File: config.mk
export PLATFORM = sky130hd
export DESIGN_NAME = dmv_sequencer
export DESIGN_NICKNAME = d
export VERILOG_FILES = /design/src/rtl/dmv_sequencer.sv
export SDC_FILE = /design/constraint.sdc
export NUM_CORES = 1
export LEC_CHECK = 0
export ABC_AREA = 1
export BUFFER_PORTS_ARGS = -buffer_cell sky130_fd_sc_hd__buf_2
export CORE_ASPECT_RATIO = 1.5
export CORE_MARGIN = 3
export CORE_UTILIZATION = 45
export CTS_CLUSTER_DIAMETER = 150
export DETAILED_ROUTE_END_ITERATION = 6
export PLACE_DENSITY_LB_ADDON = 0.2
export SETUP_SLACK_MARGIN = 0.5
export SYNTH_ARGS = -nofsm -noshare
export SYNTH_HDL_FRONTEND = slang
export SYNTH_SLANG_ARGS = --single-unit
File: constraint.sdc
create_clock -name clk -period 1.8 [get_ports clk]
set_input_delay 0.18 -clock clk [delete_from_list [all_inputs] [get_ports clk]]
set_output_delay 0.18 -clock clk [all_outputs]
set_load 0.03 [all_outputs]
File: src/rtl/dmv_sequencer.sv
// dmv_sequencer: dual-prime motion-vector field sequencer.
// Walks motion_code, residual and dmvector for h then v.
module dmv_sequencer #(
  parameter int R_SIZE_MAX = 8
) (
  input  logic                  clk,
  input  logic                  rst,
  input  logic                  start,
  input  logic [3:0]            f_code,
  input  logic                  dual_prime,
  input  logic [15:0]           win,
  input  logic                  win_valid,
  input  logic [5:0]            vlc_code,
  input  logic [3:0]            vlc_len,
  input  logic                  vlc_err,
  output logic                  consume,
  output logic [4:0]            consume_len,
  output logic                  busy,
  output logic                  done,
  output logic                  err,
  output logic [5:0]            mc_h,
  output logic [5:0]            mc_v,
  output logic [R_SIZE_MAX-1:0] res_h,
  output logic [R_SIZE_MAX-1:0] res_v,
  output logic [1:0]            dmv_h,
  output logic [1:0]            dmv_v
);

  typedef enum logic [2:0] {
    S_IDLE,
    S_CODE,
    S_RESID,
    S_DMV,
    S_DONE
  } state_e;

  state_e state_q, state_d;
  logic   t_q, t_d;
  logic   [3:0] fc_q, fc_d;
  logic   dp_q, dp_d;
  logic   err_q, err_d;

  logic [1:0][5:0]            mc_q, mc_d;
  logic [1:0][R_SIZE_MAX-1:0] res_q, res_d;
  logic [1:0][1:0]            dmv_q, dmv_d;

  logic [3:0]            r_size;
  logic [3:0]            shamt;
  logic [R_SIZE_MAX-1:0] win_top;
  logic [R_SIZE_MAX-1:0] resid;
  logic                  adv;
  logic                  unused_win;

  assign r_size  = fc_q - 4'd1;
  // Right-align the top r_size bits of the window.
  assign shamt   = 4'(R_SIZE_MAX) - r_size;
  assign win_top = win[15 -: R_SIZE_MAX];
  assign resid   = win_top >> shamt;

  assign unused_win = ^win[15-R_SIZE_MAX:0];

  always_comb begin
    state_d     = state_q;
    t_d         = t_q;
    fc_d        = fc_q;
    dp_d        = dp_q;
    err_d       = err_q;
    mc_d        = mc_q;
    res_d       = res_q;
    dmv_d       = dmv_q;
    consume     = 1'b0;
    consume_len = 5'd0;
    adv         = 1'b0;

    unique case (state_q)
      S_IDLE: begin
        if (start) begin
          fc_d    = f_code;
          dp_d    = dual_prime;
          t_d     = 1'b0;
          err_d   = 1'b0;
          mc_d    = '0;
          res_d   = '0;
          dmv_d   = '0;
          state_d = S_CODE;
        end
      end
      S_CODE: begin
        if (win_valid) begin
          if (vlc_err) begin
            err_d   = 1'b1;
            state_d = S_DONE;
          end else begin
            consume     = 1'b1;
            consume_len = {1'b0, vlc_len};
            mc_d[t_q]   = vlc_code;
            if (r_size != 4'd0 && vlc_code != 6'd0) begin
              state_d = S_RESID;
            end else if (dp_q) begin
              state_d = S_DMV;
            end else begin
              adv = 1'b1;
            end
          end
        end
      end
      S_RESID: begin
        if (win_valid) begin
          consume      = 1'b1;
          consume_len  = {1'b0, r_size};
          res_d[t_q]   = resid;
          if (dp_q) begin
            state_d = S_DMV;
          end else begin
            adv = 1'b1;
          end
        end
      end
      S_DMV: begin
        if (win_valid) begin
          consume = 1'b1;
          adv     = 1'b1;
          case (win[15:14])
            2'b10: begin
              dmv_d[t_q]  = 2'b01;
              consume_len = 5'd2;
            end
            2'b11: begin
              dmv_d[t_q]  = 2'b11;
              consume_len = 5'd2;
            end
            default: begin
              dmv_d[t_q]  = 2'b00;
              consume_len = 5'd1;
            end
          endcase
        end
      end
      S_DONE: begin
        state_d = S_IDLE;
      end
      default: begin
        state_d = S_IDLE;
      end
    endcase

    if (adv) begin
      if (t_q) begin
        state_d = S_DONE;
      end else begin
        t_d     = 1'b1;
        state_d = S_CODE;
      end
    end
  end

  always_ff @(posedge clk) begin
    if (rst) begin
      state_q <= S_IDLE;
      t_q     <= 1'b0;
      fc_q    <= 4'd0;
      dp_q    <= 1'b0;
      err_q   <= 1'b0;
      mc_q    <= '0;
      res_q   <= '0;
      dmv_q   <= '0;
    end else begin
      state_q <= state_d;
      t_q     <= t_d;
      fc_q    <= fc_d;
      dp_q    <= dp_d;
      err_q   <= err_d;
      mc_q    <= mc_d;
      res_q   <= res_d;
      dmv_q   <= dmv_d;
    end
  end

  assign busy  = (state_q == S_CODE) || (state_q == S_RESID) ||
                 (state_q == S_DMV);
  assign done  = (state_q == S_DONE);
  assign err   = done & err_q;
  assign mc_h  = mc_q[0];
  assign mc_v  = mc_q[1];
  assign res_h = res_q[0];
  assign res_v = res_q[1];
  assign dmv_h = dmv_q[0];
  assign dmv_v = dmv_q[1];

endmodule
Word level (Yosys, flattened, before mapping)
Cells that the tools add are included.
W data, S select, Z words.
{ "classes": {"addsub": 2, "order_cmp": 2, "eq_ne": 16, "shift": 1, "mux": 52, "bitwise_logic": 7, "reduce_logical": 18} }
{ "ops": {"columns": ["cell", "n"], "rows": [
  ["$mux W12", 3],
  ["$mux W16", 2],
  ["$pmux W16 S2", 1],
  ["$mux W3", 8],
  ["$pmux W12 S2", 1],
  ["$mux W4", 5],
  ["$bwmux W16", 1],
  ["$pmux W4 S2", 2],
  ["$mux W1", 15],
  ["$ne A2 B2 Y1 const B", 7],
  ["$bwmux W12", 1],
  ["$pmux W3 S4", 1],
  ["$pmux W4 S3", 1],
  ["$reduce_and A4 Y1", 3],
  ["$ne A3 B3 Y1 const B", 3],
  ["$demux W8 S1", 1],
  ["$mux W8", 1],
  ["$shr A8 B4 Y8", 1],
  ["$demux W6 S1", 1],
  ["$eq A3 B2 Y1 const B", 2],
  ["$mux W2", 3],
  ["$mux W6", 1],
  ["$reduce_and A3 Y1", 2],
  ["$reduce_bool A2 Y1", 3],
  ["other kinds (24)", 29]
]} }
{ "totals": {"reg_bits": 42, "wordCells": 109} }

Longest topological paths before layout
{ "logic_depth": {"word_depth": 9, "mapped_depth": 17} }

Worst setup path before layout
Ideal clock, no wire load.
{ "synth_path": {"path_kind": "register to output", "start": "register state_q[1]", "end": "output port consume_len[0]", "arrival_ps": 1666, "slack_ps": -46, "stages_incl_launch_ff": 5, "cell_sequence": "dfxtp_1 > nor2_2 > nor2_1 > nand2_1 > a31oi_1"} }
{ "synth_between": {"elab_chain_cells": 2, "elab_cells_between_ends": 4, "classes_between": "3 x eq/ne; 1 x mux"} }
{ "synth_rtl": {"columns": ["item", "line_no", "rtl"], "rows": [
  ["from (decl)", "37", "state_e state_q, state_d;"],
  ["from (signal assigned)", "168", "state_q <= state_d;"],
  ["$eq A3 B2 Y1 / $eq A3 B1 Y1 (equally long branches)", "75", "unique case (state_q)"],
  ["$pmux W4 S3 *", "75", null],
  ["to (decl)", "17", "output logic [4:0] consume_len,"]
]} }
Every way passes the cells marked *; elsewhere a longest branch is shown, timed or not.

Worst setup path after layout
{ "layout_path": {"start": "register fc_q[1]", "end": "output port consume_len[3]"} }
{ "layout_between": {"elab_chain_cells": 3} }
{ "layout_rtl": {"columns": ["item", "line_no", "rtl"], "rows": [
  ["from (decl)", "39", "logic [3:0] fc_q, fc_d;"],
  ["from (signal assigned)", "161", "fc_q <= 4'd0;"],
  ["from (signal assigned)", "170", "fc_q <= fc_d;"],
  ["$sub A4 B1 Y4", "54", "assign r_size = fc_q - 4'd1;"],
  ["$mux W4", "108", "if (win_valid) begin"],
  ["$pmux W4 S3", "75", null]
]} }
No other way between the ends.

==> flow_summary_export.csv <==
group,metric,value,unit
status,status,"complete, no violations",
hold_path,worst_hold_path.endpoint,"fc_q[2]",
floorplanning,die-height,93.5,um
layout,n_fill_cell,398,
layout,multi_input_comb_area,1670,um2
detailed_routing,firstDrtPassIters,4,
synth,ys_types,31,
synth,yosysSeqAreaShare,36.6,%
sta,max_freq,571,MHz
synth,synth_seq_cells,42,
floorplanning,fp.coreArea,4890,um2
synth,yosys_warnings,0,
critical_path,timing.rr.start,"fc_q[0]",
floorplanning,io_pins,77,
critical_path,worstSetupPathType,"reg2out",
synth,syn-num-nets,364,
synth,postSynthCellCount,324,
sta,clock_skew,0.00802,ns
synth,synthArstFlopShare,0,%
global_route,overflow,0,
critical_path,cp.required,1.62,ns
synth,yosysMostFrequentCell,"nand2_1",
placement,portBuffers,67,
critical_path,crit_chain,"inv_4 > ha_4 > nand2_2 > nand2_1 > nand2_2 > buf_4 > nand3_2 > a21oi_4 > buf_6",
synth,synth_top_area_share,36.6,%
sta,setup_viol,0,
critical_path,cp_slowest_stage_delay,0.35,ns
hold_path,hp-start,"f_code[2]",
synth,synth_area_leaders,"dfxtp_1, nand2_1, a21oi_1",
power,p_leak,0.00155,uW
sta,rsz0062_at_grt,"yes",
global_route,grt_pass1_wl,10900,um
global_route,gr-usage-all-layers,22.7,%
sta,hold_ws,0.139,ns
floorplanning,die_x,64.3,um
detailed_routing,ant_nets,0,
global_route,grt_start_max_net_pins,32,
placement,placed_area,2870,um2
synth,avgSynthCellArea,7.09,um2
cts,cts_made_buffers,5,
detailed_routing,routedWlPerCell,14.2,um
detailed_routing,viasPerCell,5.16,
layout,seqCellArea,860,um2
floorplanning,rows,31,
cts,clk_pin_slew_worst_paths,0.09,ns
placement,pre_cts_ws,0.0601,ns
layout,drive_above_1_share,49.9,%
cts,ctsHoldBuffers,0,
hold_path,hold_path_depth,3,
detailed_routing,route.detailed.drc,0,
critical_path,r2r_setup_slack,0.08,ns
synth,ys_top_cells_by_count,"nand2_1, a21oi_1, dfxtp_1, inv_1",
sta,hold_viol,0,
placement,place_congestion,0.837,
cts,clockRootBuffer,"clkbuf_8",
critical_path,r2r_cells,15,
critical_path,cp_max_fo,5,
cts,cts_tree,"done",
cts,clock_latency,0.30,ns
floorplanning,fp.dieArea,6010,um2
sta,drv_slew,0,
layout,finalInstanceArea,3550,um2
global_route,antenna_found_initial,0,
sta,finalCritPeriodShare,97.3,%
hold_path,hp-class,"in2reg",
sta,fin_ws,0.0494,ns
layout,areaGrowthSynthToFinish,54.8,%
detailed_routing,vias,2536,
run,max_cap_violations,0,
synth,synth_area_leader_cell,"dfxtp_1",
power,p_per_area,1540,nW/um2
synth,syn_area,2300,um2
synth,ys.flop_type,"dfxtp_1",
global_route,grt_pass1_vias,2425,
layout,layout.nets,464,
critical_path,crit_arrival,1.57,ns
critical_path,worstSetupStartpointType,"flip-flop",
critical_path,end_kind,"output pin",
power,ir_worst_vdd,0.949,mV
cts,cts.sinks,42,
critical_path,r2r_end,"t_q",
detailed_routing,dr.first_iter.drc_count,102,
sta,min_period,1.75,ns
synth,synth-edff-count,0,
critical_path,critPathMostFrequentCell,"nand2_2",
layout,diodes,0,
critical_path,slowest_stage,"dfxtp_2",
cts,htreeDepth,2,
placement,dp_hpwl,4520,um
detailed_routing,routed_wl,6960,um
floorplanning,start_util,47.0,%
cts,clk_path_buf_depth,2,
## repair_timing
action | 4_1_cts | 5_1_grt
cloned | 0 | 0
pin swaps | 43 | 20
endpoints found under the setup margin | 48 | 49
gates resized for setup | 62 | 36
buffers inserted | 22 | 6
## cell type report
cell class / count / share of cell area, %
clock buffer: 6 / 2.04
clock inverter: 2 / 1.02
inverter: 31 / 3.98
multi-input combinational: 244 / 47.1
sequential: 42 / 24.2
tap: 66 / 2.32
timing repair buffer: 100 / 19.4
## layout by cell type (no fill, tap or decap), types with 4 or more instances in the layout
cell      synthesis  final
o21ai_4           2      4
o21ai_1           6      5
dfxtp_4           0      4
buf_6             1     14
buf_4             1     24
a21oi_1          48     42
clkbuf_8          0      5
inv_2            11      9
o21ai_0          15      7
o21ai_2           3     10
inv_1            20     15
nor2_4            2     13
nand2_1         103     85
o211a_1           4      4
nor2_1           15     10
nand2_2          10     19
inv_4             0      5
nand2_4           0      8
dfxtp_1          42     35
buf_2             0     59
nor3_4            4      6
## registers in the layout (all words and copies together) (netlist names)
signal	flops
res_h	8
res_v	8
mc_h	6
mc_v	6
fc_q	4
state_q	3
dmv_h	2
dmv_v	2
dp_q	1
err_q	1
t_q	1
## where the power goes
part           switching, uW  total (uW)  internal [uW]  leakage [uW]
clock network            345         760            415     0.0000557
logic                   2090        3510           1420       0.00115
registers                149        1220           1070      0.000344
## through the flow
step / setup TNS [ns] / util (%) / power [uW] / cells
after floorplan: 0 / - / 3080 / 324
after global placement: 0 / 58.7 / 3530 / 455
after detailed placement: 0 / 58.7 / 3570 / 455
after CTS: 0 / 69.1 / 5060 / 485
after global routing: -0.185 / 72.7 / 5810 / 491
final: 0 / 72.7 / 5480 / 491
## cells by family after synthesis
family / after synthesis / synth area share (%)
AOI/OAI and AO/OA: 83 / 20.8
DFF: 42 / 36.6
buffers and inverters: 38 / 6.70
xor gates and xnor gates: 1 / 0.709
and+or+nand+nor: 155 / 32.9
adders and majority gates: 4 / 2.18
other: 1 / 0.163
## worst max-delay path, delay by kind of cell, from the launching register on
family,cells,cell delay (ns)
AO/OA/AOI/OAI,1,0.14
AND/OR/NAND/NOR,4,0.29
adder cells (fa/ha/maj),1,0.16
buffers and inverters,3,0.32
flip-flops,1,0.35
## worst max path at each step
stage,slack [ns],start,to,cells after the start
detailed placement,0.06,fc_q[1],t_q,16
global placement,0.07,fc_q[1],t_q,16
floorplan,0.16,fc_q[0],res_h[4],10
global route,-0.05,fc_q[1],t_q,16
CTS,0.11,fc_q[1],state_q[2],15
finish,0.05,fc_q[1],consume_len[3],9
## metal layers
| metal | vias to the layer above | part of all wire, % | global-route usage, % |
|---|---|---|---|
| met5 | - | 0 | 0 |
| li1 | 1245 | - | - |
| met4 | 0 | 3.0 | 10.6 |
| met1 | 1203 | 38 | 25.3 |
| met3 | 19 | 3.6 | 3.73 |
| met2 | 69 | 56 | 41.2 |
No activity file was read; power rests on OpenSTA's default activity.
